`config.mk`:
```
export PLATFORM = sky130hd
export DESIGN_NAME = gbuf_stream_reader
export DESIGN_NICKNAME = d
export VERILOG_FILES = /design/src/rtl/gbuf_rd_pkg.sv /design/src/rtl/gbuf_skid_fifo.sv /design/src/rtl/gbuf_stream_reader.sv
export SDC_FILE = /design/constraint.sdc
export NUM_CORES = 1
export LEC_CHECK = 0
export BUFFER_PORTS_ARGS = -buffer_cell sky130_fd_sc_hd__clkbuf_2
export CAP_MARGIN = 20
export CELL_PAD_IN_SITES_DETAIL_PLACEMENT = 0
export CELL_PAD_IN_SITES_GLOBAL_PLACEMENT = 1
export CORE_MARGIN = 8
export CORE_UTILIZATION = 23
export CTS_BUF_LIST = sky130_fd_sc_hd__clkbuf_8 sky130_fd_sc_hd__clkbuf_16
export CTS_CLUSTER_DIAMETER = 50
export DETAILED_ROUTE_END_ITERATION = 8
export PLACE_DENSITY_LB_ADDON = 0.1
export SLEW_MARGIN = 20
export SYNTH_ARGS = -nofsm -noshare
export SYNTH_HDL_FRONTEND = slang
export SYNTH_HIERARCHICAL = 1
export SYNTH_SLANG_ARGS = --single-unit
```
`constraint.sdc`:
```
create_clock -name clk -period 4.5 [get_ports clk]
set_input_delay 1.35 -clock clk [delete_from_list [all_inputs] [get_ports clk]]
set_output_delay 1.35 -clock clk [all_outputs]
set_load 0.05 [all_outputs]
```
`src/rtl/gbuf_rd_pkg.sv`:
```
// Shared types and constants for the global-buffer stream reader.
package gbuf_rd_pkg;

   typedef enum logic [1:0] {
      IDLE  = 2'd0,
      READ  = 2'd1,
      DRAIN = 2'd2,
      DONE  = 2'd3
   } state_e;

   localparam int FIFO_DEPTH    = 2;
   localparam int FIFO_CNT_BITS = 2;

endpackage

```
`src/rtl/gbuf_skid_fifo.sv`:
```
// Two-entry register FIFO; slot0 is always the head so the output is straight from a flop.
module gbuf_skid_fifo
   import gbuf_rd_pkg::*;
#(
   parameter int DATA_BITS = 8
) (
   input  logic                     clk,
   input  logic                     rst,
   input  logic                     push,
   input  logic [DATA_BITS-1:0]     push_data,
   input  logic                     pop,
   output logic                     head_valid,
   output logic [DATA_BITS-1:0]     head_data,
   output logic [FIFO_CNT_BITS-1:0] count
);

   logic [DATA_BITS-1:0]     slot0_q, slot0_d;
   logic [DATA_BITS-1:0]     slot1_q, slot1_d;
   logic [FIFO_CNT_BITS-1:0] count_q, count_d;
   logic [FIFO_CNT_BITS-1:0] kept_s;
   logic                     pop_s;
   logic                     push_s;

   // Next-state: pop shifts slot1 forward, push lands in the first free slot after the pop.
   always_comb begin
      pop_s   = pop & (count_q != FIFO_CNT_BITS'(0));
      push_s  = push & ((count_q != FIFO_CNT_BITS'(FIFO_DEPTH)) | pop_s);
      kept_s  = count_q - FIFO_CNT_BITS'(pop_s);
      slot0_d = slot0_q;
      slot1_d = slot1_q;
      if (pop_s) begin
         slot0_d = slot1_q;
      end else begin
         slot0_d = slot0_q;
      end
      if (push_s) begin
         if (kept_s == FIFO_CNT_BITS'(0)) begin
            slot0_d = push_data;
         end else begin
            slot1_d = push_data;
         end
      end else begin
         slot1_d = slot1_q;
      end
      count_d = kept_s + FIFO_CNT_BITS'(push_s);
   end

   // Storage and occupancy registers.
   always_ff @(posedge clk or negedge rst) begin
      if (!rst) begin
         slot0_q <= '0;
         slot1_q <= '0;
         count_q <= '0;
      end else begin
         slot0_q <= slot0_d;
         slot1_q <= slot1_d;
         count_q <= count_d;
      end
   end

   assign head_valid = (count_q != FIFO_CNT_BITS'(0));
   assign head_data  = slot0_q;
   assign count      = count_q;

endmodule

```
`src/rtl/gbuf_stream_reader.sv`:
```
// Issues a contiguous run of global-buffer reads and streams the captured words
// to a valid/ready consumer through a two-entry skid FIFO.
module gbuf_stream_reader
   import gbuf_rd_pkg::*;
#(
   parameter int ADDR_BITS = 8,
   parameter int DATA_BITS = 8
) (
   input  logic                 clk,
   input  logic                 rst,
   input  logic                 start,
   input  logic [ADDR_BITS-1:0] base_addr,
   input  logic [ADDR_BITS:0]   len,
   output logic                 busy,
   output logic                 done,
   output logic                 gb_wr_en,
   output logic [ADDR_BITS-1:0] gb_index,
   input  logic [DATA_BITS-1:0] gb_data_out,
   output logic                 m_valid,
   output logic [DATA_BITS-1:0] m_data,
   output logic                 m_last,
   input  logic                 m_ready
);

   state_e                   state_q, state_d;
   logic [ADDR_BITS-1:0]     addr_q, addr_d;
   logic [ADDR_BITS:0]       remaining_q, remaining_d;
   logic [ADDR_BITS:0]       beats_q, beats_d;
   logic                     inflight_q, inflight_d;
   logic                     issue_s;
   logic                     pop_s;
   logic                     credit_s;
   logic                     head_valid_s;
   logic [DATA_BITS-1:0]     head_data_s;
   logic [FIFO_CNT_BITS-1:0] fifo_count_s;

   gbuf_skid_fifo #(.DATA_BITS(DATA_BITS)) u_fifo (
      .clk        (clk),
      .rst        (rst),
      .push       (inflight_q),
      .push_data  (gb_data_out),
      .pop        (pop_s),
      .head_valid (head_valid_s),
      .head_data  (head_data_s),
      .count      (fifo_count_s)
   );

   assign pop_s    = head_valid_s & m_ready;
   // A read may only go out if its word is guaranteed a FIFO slot when it returns.
   assign credit_s = (3'({1'b0, fifo_count_s}) + 3'(inflight_q)) < (3'(FIFO_DEPTH) + 3'(pop_s));

   // Sequencer next-state: command latch, read issue and completion.
   always_comb begin
      state_d     = state_q;
      addr_d      = addr_q;
      remaining_d = remaining_q;
      beats_d     = beats_q;
      issue_s     = 1'b0;
      if (pop_s) begin
         beats_d = beats_q - (ADDR_BITS+1)'(1);
      end else begin
         beats_d = beats_q;
      end
      case (state_q)
         IDLE: begin
            if (start) begin
               if (len == '0) begin
                  state_d = DONE;
               end else begin
                  state_d     = READ;
                  addr_d      = base_addr;
                  remaining_d = len;
                  beats_d     = len;
               end
            end else begin
               state_d = IDLE;
            end
         end
         READ: begin
            issue_s = credit_s;
            if (issue_s) begin
               addr_d      = addr_q + ADDR_BITS'(1);
               remaining_d = remaining_q - (ADDR_BITS+1)'(1);
               if (remaining_q == (ADDR_BITS+1)'(1)) begin
                  state_d = DRAIN;
               end else begin
                  state_d = READ;
               end
            end else begin
               state_d = READ;
            end
         end
         DRAIN: begin
            if (pop_s & m_last) begin
               state_d = DONE;
            end else begin
               state_d = DRAIN;
            end
         end
         DONE:    state_d = IDLE;
         default: state_d = IDLE;
      endcase
      inflight_d = issue_s;
   end

   // Sequencer registers.
   always_ff @(posedge clk or negedge rst) begin
      if (!rst) begin
         state_q     <= IDLE;
         addr_q      <= '0;
         remaining_q <= '0;
         beats_q     <= '0;
         inflight_q  <= 1'b0;
      end else begin
         state_q     <= state_d;
         addr_q      <= addr_d;
         remaining_q <= remaining_d;
         beats_q     <= beats_d;
         inflight_q  <= inflight_d;
      end
   end

   assign busy     = (state_q == READ) | (state_q == DRAIN);
   assign done     = (state_q == DONE);
   assign gb_wr_en = 1'b0;
   assign gb_index = addr_q;
   assign m_valid  = head_valid_s;
   assign m_data   = head_data_s;
   assign m_last   = head_valid_s & (beats_q == (ADDR_BITS+1)'(1));

endmodule

```
==> results of run 1 <==
-- metal layers --
layer	routed length [um]	part of all wire, %	vias to the layer above	track usage (%)
met1	4150	47	1128	14.5
met3	438	4.9	12	2.79
met5	0	0	-	0
met4	169	1.9	0	4.20
li1	-	-	1207	-
met2	4120	46	48	18.6
-- how the worst min path moves through the flow --
stage / endpoint / slack [ps] / from
6_report: u_fifo/slot1_q[7]$_DFFE_PN0P_ / 510 / u_fifo/slot1_q[7]$_DFFE_PN0P_
5_1_grt: u_fifo/slot1_q[5]$_DFFE_PN0P_ / 530 / u_fifo/slot1_q[5]$_DFFE_PN0P_
2_1_floorplan: remaining_q[6]$_DFFE_PN0P_ / 480 / remaining_q[6]$_DFFE_PN0P_
3_3_place_gp: u_fifo/slot1_q[5]$_DFFE_PN0P_ / 490 / u_fifo/slot1_q[5]$_DFFE_PN0P_
3_5_place_dp: u_fifo/slot1_q[7]$_DFFE_PN0P_ / 490 / u_fifo/slot1_q[7]$_DFFE_PN0P_
4_1_cts: u_fifo/slot1_q[7]$_DFFE_PN0P_ / 510 / u_fifo/slot1_q[7]$_DFFE_PN0P_
-- sequential cells by signal, summed over array words and instances, names as in the netlist --
signal	count
beats_q	9
remaining_q	9
gb_index	8
u_fifo/head_data	8
u_fifo/slot1_q	8
state_q	2
u_fifo/count	2
inflight_q	1
-- worst max-delay path, stage by stage (launching register included) --
cell and delay (ps):
dfrtp_1 510, or2_2 230, or4bb_1 420, nor4_1 450
clkbuf_2 380
-- logic make-up (layout without fill, tap and decap cells) --
kind of cell,after synthesis,after routing,synth area share [%]
compound gates,80,80,20.0
xor+xnor,8,8,2.46
fa+ha+maj,11,11,4.82
buf+inv,26,71,5.09
flops,47,47,41.2
mux,11,11,4.21
other cells,1,1,0.131
simple gates,125,125,22.1
-- final cells by class --
class | count | area [um2] | area share, %
Sequential cell | 47 | 1180 | 34.7
Timing Repair Buffer | 50 | 255 | 7.52
Multi-Input combinational cell | 236 | 1530 | 45.1
Clock buffer | 5 | 125 | 3.69
Tap cell | 168 | 210 | 6.19
Clock inverter | 3 | 46.3 | 1.36
Inverter | 13 | 48.8 | 1.44
-- stage by stage --
stage	cells	utilization (%)	total power, mW	hold WS, ps
2_1_floorplan	309	-	1.91	476
3_5_place_dp	514	26.7	2.26	492
5_1_grt	522	28.1	2.92	526
6_report	522	28.1	2.69	511
3_3_place_gp	514	26.7	2.27	487
4_1_cts	522	28.1	2.73	512
-- Yosys cell counts (3+ instances only) --
library cell  count  area share, %
a311oi_1          4            1.2
clkbuf_1          4           0.53
buf_6             5            2.0
nor3_1           13            2.3
mux2i_1           3            1.1
nor4_1            5            1.1
dfrtp_1          47             41
ha_1             11            4.8
inv_1            12            1.6
nand3_1           8            1.4
nor2_1           28            3.7
a211oi_1          7            1.8
xor2_1            5            1.5
nand2b_1          3           0.66
mux2_2            8            3.2
a31oi_1          16            3.5
xnor2_1           3           0.92
a21oi_1           6            1.1
or3_1             3           0.66
nand2_1          41            5.4
o21ai_0          24            4.2
o31ai_1           3           0.79
and2_1            4           0.88
-- power by group --
group,internal [mW],total (mW),switching (mW)
Sequential,0.633,0.826,0.193
Clock,0.265,0.451,0.186
Combinational,0.472,1.42,0.944
==> impl_results.md, run 1 <==
* Top_reg_cell synth: dfrtp_1
* Clk_lat worst skew at approximately 300 ps
* Drt pass-1 iters at 5
* Clock Sinks at 47
* Post-route setup slack at just under 900 ps
* Starting Density at between 20% and 30%
* CP max FO at 10
* Area Growth Syn to Fin at 18.9%
* H-tree level count at 2
* CTS tree: built
* Buffers on Ports at between 40 and 50
* First-pass GRT wire length at approximately 14,000 um
* Synth Register Bits at 47
* Most frequent cells in the layout: 48 x clkbuf_2, 47 x dfrtp_1, 41 x nand2_1, 28 x nor2_1, 24 x o21ai_0
* FF-to-FF Start: state_q[1]$_DFF_PN0_
* GRT Resource Usage Total at 11.5%
* Headroom to the max-slew limit at about two fifths
* Max cap viols at 0
* Total CTS buffers at 5
* Dpl hpwl at 6590 um
* Worst Path Required at between 3000 and 4000 ps
* Status: finished, final reports clean
* Leak Pwr at approximately 1.4 nW
* CP Launch Type: register
* Fin nets at about 390
* Post-route ant nets at 0
* Largest net degree at the start of global routing at 34
* Area after DPL at 0.00322 mm2
* Final Cell Area at 0.00339 mm2
* Register area share after synthesis at between 40% and 50%
* Post-CTS setup buffers at 0
* FF-to-FF path depth at 6
* Post-Syn Nets at 349
* Max-slew violations at 0
* Critical path origin: u_fifo/count[1]$_DFF_PN0_
* Fill cell count at about 1,300
* Setup WS pre-CTS at roughly 1100 ps
* WL per Instance at around 17 um
* Share of layout cells above drive strength 1 at approximately 22%
* Pwr/cell area at ~790 mW/mm2
* Boundary Pins at 50
* Worst Hold Class: register to register
* CP Capture Type: primary output
* Endpoints failing hold at 0
* Critical path type: register to primary output
* Critical path arrival at approximately 2300 ps
* Die W at 127 um
* Yosys warns at 6
* CTS resizes at 0
* Die ar. at about 0.016 mm2
* Die Ht at around 130 um
* Count of different cell masters after synthesis at 60
* Max rail drop VDD at about 0.28 mV
* WL final at about 8900 um
* Number of cell rows at 40
* Worst setup endpoint: m_last
* Ys async rst share at 100%
* DRC viols at 0
* Vias in the first global route at between 2,000 and 3,000
* Post-synth EDFFs at 0
* RSZ-0062 raised after global routing: no
* Core area at between 0.01 and 0.015 mm2
* Mapped Cells at 309
* R2R setup slack at approximately 1700 ps
* Root Buffer: clkbuf_16
* Initial antenna violation count at 0
* Final setup violation count at 0
* Setup tns final at 0 ps
* Fmax achieved at around 0.28 GHz
* Setup Skew at between 6 and 7 ps
* Hold Path Depth at 1
* Routability cong. at between 0.7 and 0.8
* Worst Tran Pin Value at approximately 930 ps
* Clk buf depth at 2
* # diodes at 0
* Synthesized area at 0.00285 mm2
* Routed via count at ~2,400
* Post-CTS Hold Buffers at 0
* Drt first-iter violations at around 170
* Fin crit share at between 80% and 90%
* Mean Syn Cell Area at about 9.2 um2
* CTS clk-pin slew, worst paths at around 70 ps
* Via/cell ratio at around 4.6
* Final min period at ~3600 ps
* Total congestion overflow at 0
* RR Endpoint: remaining_q[5]$_DFFE_PN0P_
* Commonest non-fill, non-tap cell in the layout: clkbuf_2
No activity file was read; power rests on OpenSTA's default activity.
==> run 2, diff against run 1 <==
--- a/config.mk
+++ b/config.mk
@@ -5,6 +5,7 @@
 export SDC_FILE = /design/constraint.sdc
 export NUM_CORES = 1
 export LEC_CHECK = 0
+export ABC_AREA = 1
 export BUFFER_PORTS_ARGS = -buffer_cell sky130_fd_sc_hd__clkbuf_2
 export CAP_MARGIN = 20
 export CELL_PAD_IN_SITES_DETAIL_PLACEMENT = 0
==> constraint.sdc (replaced) <==
create_clock -name clk -period 3.6 [get_ports clk]
set_input_delay 1.08 -clock clk [delete_from_list [all_inputs] [get_ports clk]]
set_output_delay 1.08 -clock clk [all_outputs]
set_load 0.05 [all_outputs]
==> impl_results.md, run 2 <==
* Buffers on Ports at 48 (unchanged)
* CP Capture Type: primary output
* Count of different cell masters after synthesis at 35 (-42%)
* Synth top area cells: dfrtp_1 39%, nand2_1 24%, nand3_1 6.3%
* Worst Path Required at 2520 ps (-630 ps)
* Share of layout cells above drive strength 1 at 18.0% (-4.3 points)
* Die W at 130 um (+2.3%)
* Number of cell rows at 41 (+2.5%)
* Comb power frac at 52.5% (about the same)
* Initial antenna violation count at 0 (unchanged)
* Sw frac at 50.7% (+1.5 points)
* Drt pass-1 iters at 4 (-1)
* Starting Density at 23.6% (about the same)
* Status: finished, final reports clean
* Part of the power in registers at 29.4% (-1.3 points)
* First-pass GRT wire length at 14,700 um (+1.9%)
* Clock Sinks at 47 (unchanged)
* RSZ-0062 raised after global routing: no
* Post-synth EDFFs at 0 (unchanged)
* Synth area leader: dfrtp_1
* Fmax achieved at about 0.35 GHz
* Critical path origin: u_fifo/count[1]$_DFF_PN0_
* Yosys warns at 6 (unchanged)
* Setup tns final at 0 ps (unchanged)
* Area Growth Syn to Fin at 19.8%
* Clk_lat worst skew at 300 ps (about the same)
* Max cap viols at 0 (unchanged)
* Dpl hpwl at 6510 um (-1.2%)
* # diodes at 0 (unchanged)
* Headroom to the max-slew limit at 48.6% (+11 points)
* Clk buf depth at 2 (unchanged)
* Post-route ant nets at 0 (unchanged)
* Post-Syn Nets at 472 (+35%)
* Core area at 0.0127 mm2 (+5.5%)
* Drt first-iter violations at 143 (-13%)
* Fin crit share at 78.6%
* Worst Hold Class: register to register
* Post-CTS Hold Buffers at 0 (unchanged)
* H-tree level count at 2 (unchanged)
* Largest net degree at the start of global routing at 28 (-18%)
* Most frequent cells in the layout: 194 x nand2_1, 48 x clkbuf_2, 47 x dfrtp_1, 44 x inv_1, 38 x nand3_1
* Root Buffer: clkbuf_16
* Synth Register Bits at 47 (unchanged)
* GRT Resource Usage Total at 11.1% (-0.36 points)
* Mean Syn Cell Area at 6.96 um2 (-25%)
* Leak Pwr at 1.96 nW (+36%)
* Die Ht at 130 um (+2.3%)
* Boundary Pins at 50 (unchanged)
* Die ar. at 0.0170 mm2 (+4.8%)
* CTS resizes at 0 (unchanged)
* Leading cell types by count after synthesis: 194 x nand2_1, 47 x dfrtp_1, 44 x inv_1
* Post-CTS setup buffers at 0 (unchanged)
* CP Launch Type: register
* Endpoints failing hold at 0 (unchanged)
* Commonest non-fill, non-tap cell in the layout: nand2_1
* Post-route setup slack at 769 ps (-95.1 ps)
* Vias in the first global route at 2,897 (+13%)
* Hold Path Origin: u_fifo/slot1_q[6]$_DFFE_PN0P_
* Post-synth top area share at 39.1% (-2.1 points)
* CTS clk-pin slew, worst paths at 70 ps (about the same)
* CP max FO at 13 (+3)
* Biggest regs: beats_q x9, remaining_q x9
* DRC viols at 0 (unchanged)
* Synthesized area at 0.00301 mm2 (+5.4%)
* Pwr/cell area at 961 mW/mm2 (+21%)
* Via/cell ratio at 4.22 (-8.1%)
* Final min period at roughly 2800 ps
* Total congestion overflow at 0 (unchanged)
* CTS tree: built
* Post-Place Cells at 646 (+26%)
* Critical path type: register to primary output
* Top_reg_cell synth: dfrtp_1
* Ys async rst share at 100% (unchanged)
* Setup WS pre-CTS at 1010 ps (-75.8 ps)
* Routability cong. at 0.718 (-1.5%)
* Worst Tran Pin Value at 772 ps (-158 ps)
* Fin nets at 521 (+33%)
* Routed via count at 2,757 (+15%)
* WL final at 8760 um (-1.4%)
* Critical path arrival at 1750 ps (-540 ps)
* Total power at 3.46 mW (+29%)
* Register area share after synthesis at 39.1% (-2.1 points)
* Psw at 1.75 mW (+33%)
* WL per Instance at 13.4 um (-21%)
* Final setup violation count at 0 (unchanged)
* Final Non-Filler Cells at 654 (+25%)
* Max-slew violations at 0 (unchanged)
* Clock share of power at 18.1% (+1.4 points)
* Internal at 1.71 mW (+25%)
* Max rail drop VDD at 0.300 mV (+6.0%)
* Most common cell in the synthesized netlist: nand2_1
* Setup Skew at 4.48 ps (-2.46 ps)
* Mapped Cells at 432 (+40%)
* FF-to-FF Start: u_fifo/count[1]$_DFF_PN0_
* Total CTS buffers at 5 (unchanged)
run 2: cell count changes in the layout (fill, tap and decap cells not counted), sizes merged, moves of 8 or more:
cell and change:
nand2 +162, o21ai -10, a31oi -17, nor3 -10, inv +35, nand3 +32
mux2 -8
run 2: critical path: stages, from the launching register on:
cell	delay [ps]
dfrtp_1	490
inv_2	90
nand2_4	170
nand2_1	70
nor3_1	140
nand3_1	120
inv_1	80
clkbuf_2	270
run 2: through the flow:
step	util [%]	cell area, um2	hold slack [ps]
finish	28.3	3600	478
global route	28.3	3600	513
CTS	28.3	3600	482
detailed placement	26.8	3410	463
global placement	26.8	3410	454
floorplan	-	3010	443
run 2: routing by layer:
layer	vias up	global-route usage [%]	routed length (um)
li1	1442	-	-
met1	1256	14.0	4240
met2	49	17.8	3890
met3	10	3.14	495
met4	0	4.05	131
met5	-	0	0
run 2: area by class of cell:
class	count	area, um2
well taps	172	215
clock inverters	3	67.6
multi-input cells	328	1580
fillers	1454	9120
flip-flops and latches	47	1180
repair buffers	50	255
clock buffers	5	125
inverters	49	185
run 2: final timing paths:
| check | slack (ps) | depth (start not counted) | endpoint |
|---|---|---|---|
| min in group asynchronous | 850 | 1 | remaining_q[3]$_DFFE_PN0P_ |
| max | 770 | 7 | m_last |
| min | 480 | 2 | u_fifo/slot1_q[6]$_DFFE_PN0P_ |
| max in group asynchronous | 1970 | 2 | u_fifo/slot1_q[4]$_DFFE_PN0P_ |
| min reg2reg | 480 | 2 | u_fifo/slot1_q[6]$_DFFE_PN0P_ |
| max reg2reg | 1490 | 10 | u_fifo/head_data[3]$_DFF_PN0_ |
run 2: power by group through the flow:
stage / logic [mW] / clock network (mW) / registers, mW
after floorplan: 1.19 / 0 / 1.25
after global placement: 1.85 / 0 / 1.03
after detailed placement: 1.86 / 0 / 1.03
after CTS: 1.86 / 0.652 / 1.03
after global routing: 2.07 / 0.664 / 1.07
final: 1.82 / 0.626 / 1.02
run 2: cells by family (layout without fill, tap and decap cells):
| kind of cell | Yosys count | after routing | share of synthesized area (%) |
|---|---|---|---|
| AOI/OAI and AO/OA | 26 | 26 | 5.20 |
| muxes | 1 | 1 | 0.333 |
| xor gates and xnor gates | 2 | 2 | 0.582 |
| buffers and inverters | 57 | 107 | 8.40 |
| adders and majority gates | 11 | 11 | 4.58 |
| and+or+nand+nor | 287 | 287 | 41.7 |
| DFF | 47 | 47 | 39.1 |
| other | 1 | 1 | 0.125 |
==> run 3, diff against run 2 <==
==> constraint.sdc (replaced) <==
create_clock -name clk -period 2.32 [get_ports clk]
set_input_delay 0.696 -clock clk [delete_from_list [all_inputs] [get_ports clk]]
set_output_delay 0.696 -clock clk [all_outputs]
set_load 0.05 [all_outputs]
==> impl_results.md, run 3 (synthesis results as in run 2) <==
* RR Endpoint: u_fifo/head_data[5]$_DFF_PN0_
* Total CTS buffers at 5 (unchanged)
* Worst path cell trace: inv_1, ha_1, inv_1, nor3_1, nand3_1, inv_1, buf_6
* Critical path depth at 7 (unchanged)
* Clock Sinks at 47 (unchanged)
* Setup tns final at 0 ps (unchanged)
* Total congestion overflow at 0 (unchanged)
* Critical path origin: beats_q[1]$_DFF_PN0_
* Max stage delay on crit path at 400 ps (-90 ps)
* CP Launch Type: register
* Core Util, Final at 28.5% (+0.14 points)
* Worst Path Required at 1620 ps (-900 ps)
* Fin crit share at between 90% and 100%
* CP Capture Type: primary output
* CTS clk-pin slew, worst paths at 70 ps (about the same)
* Total power at 5.30 mW (+53%)
* Area Growth Syn to Fin at 20.4%
* Leak Pwr at 1.97 nW (+0.35%)
* GRT Resource Usage Total at 11.2% (+0.11 points)
* Die ar. at 0.0170 mm2 (unchanged)
* R2R setup slack at 390 ps (-1100 ps)
* H-tree level count at 2 (unchanged)
* First-pass GRT wire length at 14,600 um (-0.42%)
* Routed via count at 2,746 (-0.40%)
* Root Buffer: clkbuf_16
* Final min period at around 2200 ps
* Die Ht at 130 um (unchanged)
* CTS tree: built
* Max cap viols at 0 (unchanged)
* Critical path type: register to primary output
* Family with the most delay on the worst path: flip-flops
* Critical path arrival at 1490 ps (-260 ps)
* Die W at 130 um (unchanged)
* Fill cell count at 1,480 (+1.8%)
* Slowest cell on crit path: dfrtp_1
* DRC viols at 0 (unchanged)
* Setup Skew at 11.9 ps (+7.39 ps)
* Via/cell ratio at 4.19 (-0.70%)
* FF-to-FF Start: u_fifo/count[0]$_DFF_PN0_
* Commonest non-fill, non-tap cell in the layout: nand2_1
* Biggest regs: beats_q x9, remaining_q x9
* Endpoints failing hold at 0 (unchanged)
* Drt pass-1 iters at 4 (unchanged)
* Status: finished, final reports clean
* Max rail drop VDD at 0.460 mV (+53%)
* Initial antenna violation count at 0 (unchanged)
* Largest net degree at the start of global routing at 48 (+71%)
* Pwr/cell area at 1460 mW/mm2 (+52%)
* Routability cong. at 0.754 (+5.1%)
* Cell mode on critical path: inv_1
* Boundary Pins at 50 (unchanged)
* Fin nets at 523 (+0.38%)
* FF-to-FF path depth at 11 (+1)
* Drt first-iter violations at 109 (-24%)
* Starting Density at 23.6% (unchanged)
* Number of cell rows at 41 (unchanged)
* Post-route ant nets at 0 (unchanged)
* Most frequent cells in the layout: 194 x nand2_1, 47 x dfrtp_1, 47 x clkbuf_2, 44 x inv_1, 38 x nand3_1
* Vias in the first global route at 2,805 (-3.2%)
* Fmax achieved at around 0.46 GHz
* Clk buf depth at 2 (unchanged)
* Dpl hpwl at 6340 um (-2.6%)
* WL per Instance at 13.3 um (-0.46%)
* Buffers on Ports at 48 (unchanged)
* Core area at 0.0127 mm2 (unchanged)
* # diodes at 0 (unchanged)
* Worst Hold Class: input pin to async pin
* Headroom to the max-slew limit at 60.7% (+12 points)
* Share of layout cells above drive strength 1 at 18.6% (+0.55 points)
* RSZ-0062 raised after global routing: no
* CP max FO at 3 (-10)
* CP bufs+invs at 4 (+1)
* Max-slew violations at 0 (unchanged)
* Clk_lat worst skew at 310 ps (about the same)
* WL final at 8750 um (-0.16%)
* Final setup violation count at 0 (unchanged)
* Worst Tran Pin Value at 589 ps (-183 ps)
-- run 3: how the worst max path moves through the flow --
stage	end	slack (ps)
after global placement	m_last	330
after global routing	m_last	2
final	m_last	140
after detailed placement	m_last	300
after CTS	m_last	40
after floorplan	m_last	270
-- run 3: area by class of cell --
cell class                 count  area (um2)  share of cell area [%]
tap                          172         215                    5.94
inverter                      49         185                    5.11
sequential                    47        1180                    32.5
multi-input combinational    328        1580                    43.7
clock inverter                 3        46.3                    1.28
timing repair buffer          52         289                    7.98
clock buffer                   5         125                    3.46
-- run 3: timing repair --
action                                  CTS  global route
hold buffers                              0             0
endpoints found under the setup margin    1             1
gates resized for setup                   2             2
setup buffers                             0             0
-- run 3: through the flow --
stage | setup WS, ps | hold slack (ps) | instance area, um2 | cells
5_1_grt | 1.91 | 398 | 3620 | 656
3_3_place_gp | 327 | 456 | 3440 | 648
3_5_place_dp | 300 | 463 | 3440 | 648
2_1_floorplan | 272 | 400 | 3010 | 432
6_report | 136 | 365 | 3620 | 656
4_1_cts | 35.7 | 384 | 3620 | 656
-- run 3: per-layer routing --
layer / track usage [%] / part of all wire, % / vias to the layer above
li1: - / - / 1446
met1: 14.6 / 48 / 1248
met2: 17.2 / 44 / 45
met3: 3.10 / 5.7 / 7
met4: 4.59 / 1.6 / 0
met5: 0 / 0 / -
-- run 3: where the power goes --
part	switching [mW]	internal, mW
Clock	0.367	0.514
Sequential	0.367	1.21
Combinational	2.00	0.844
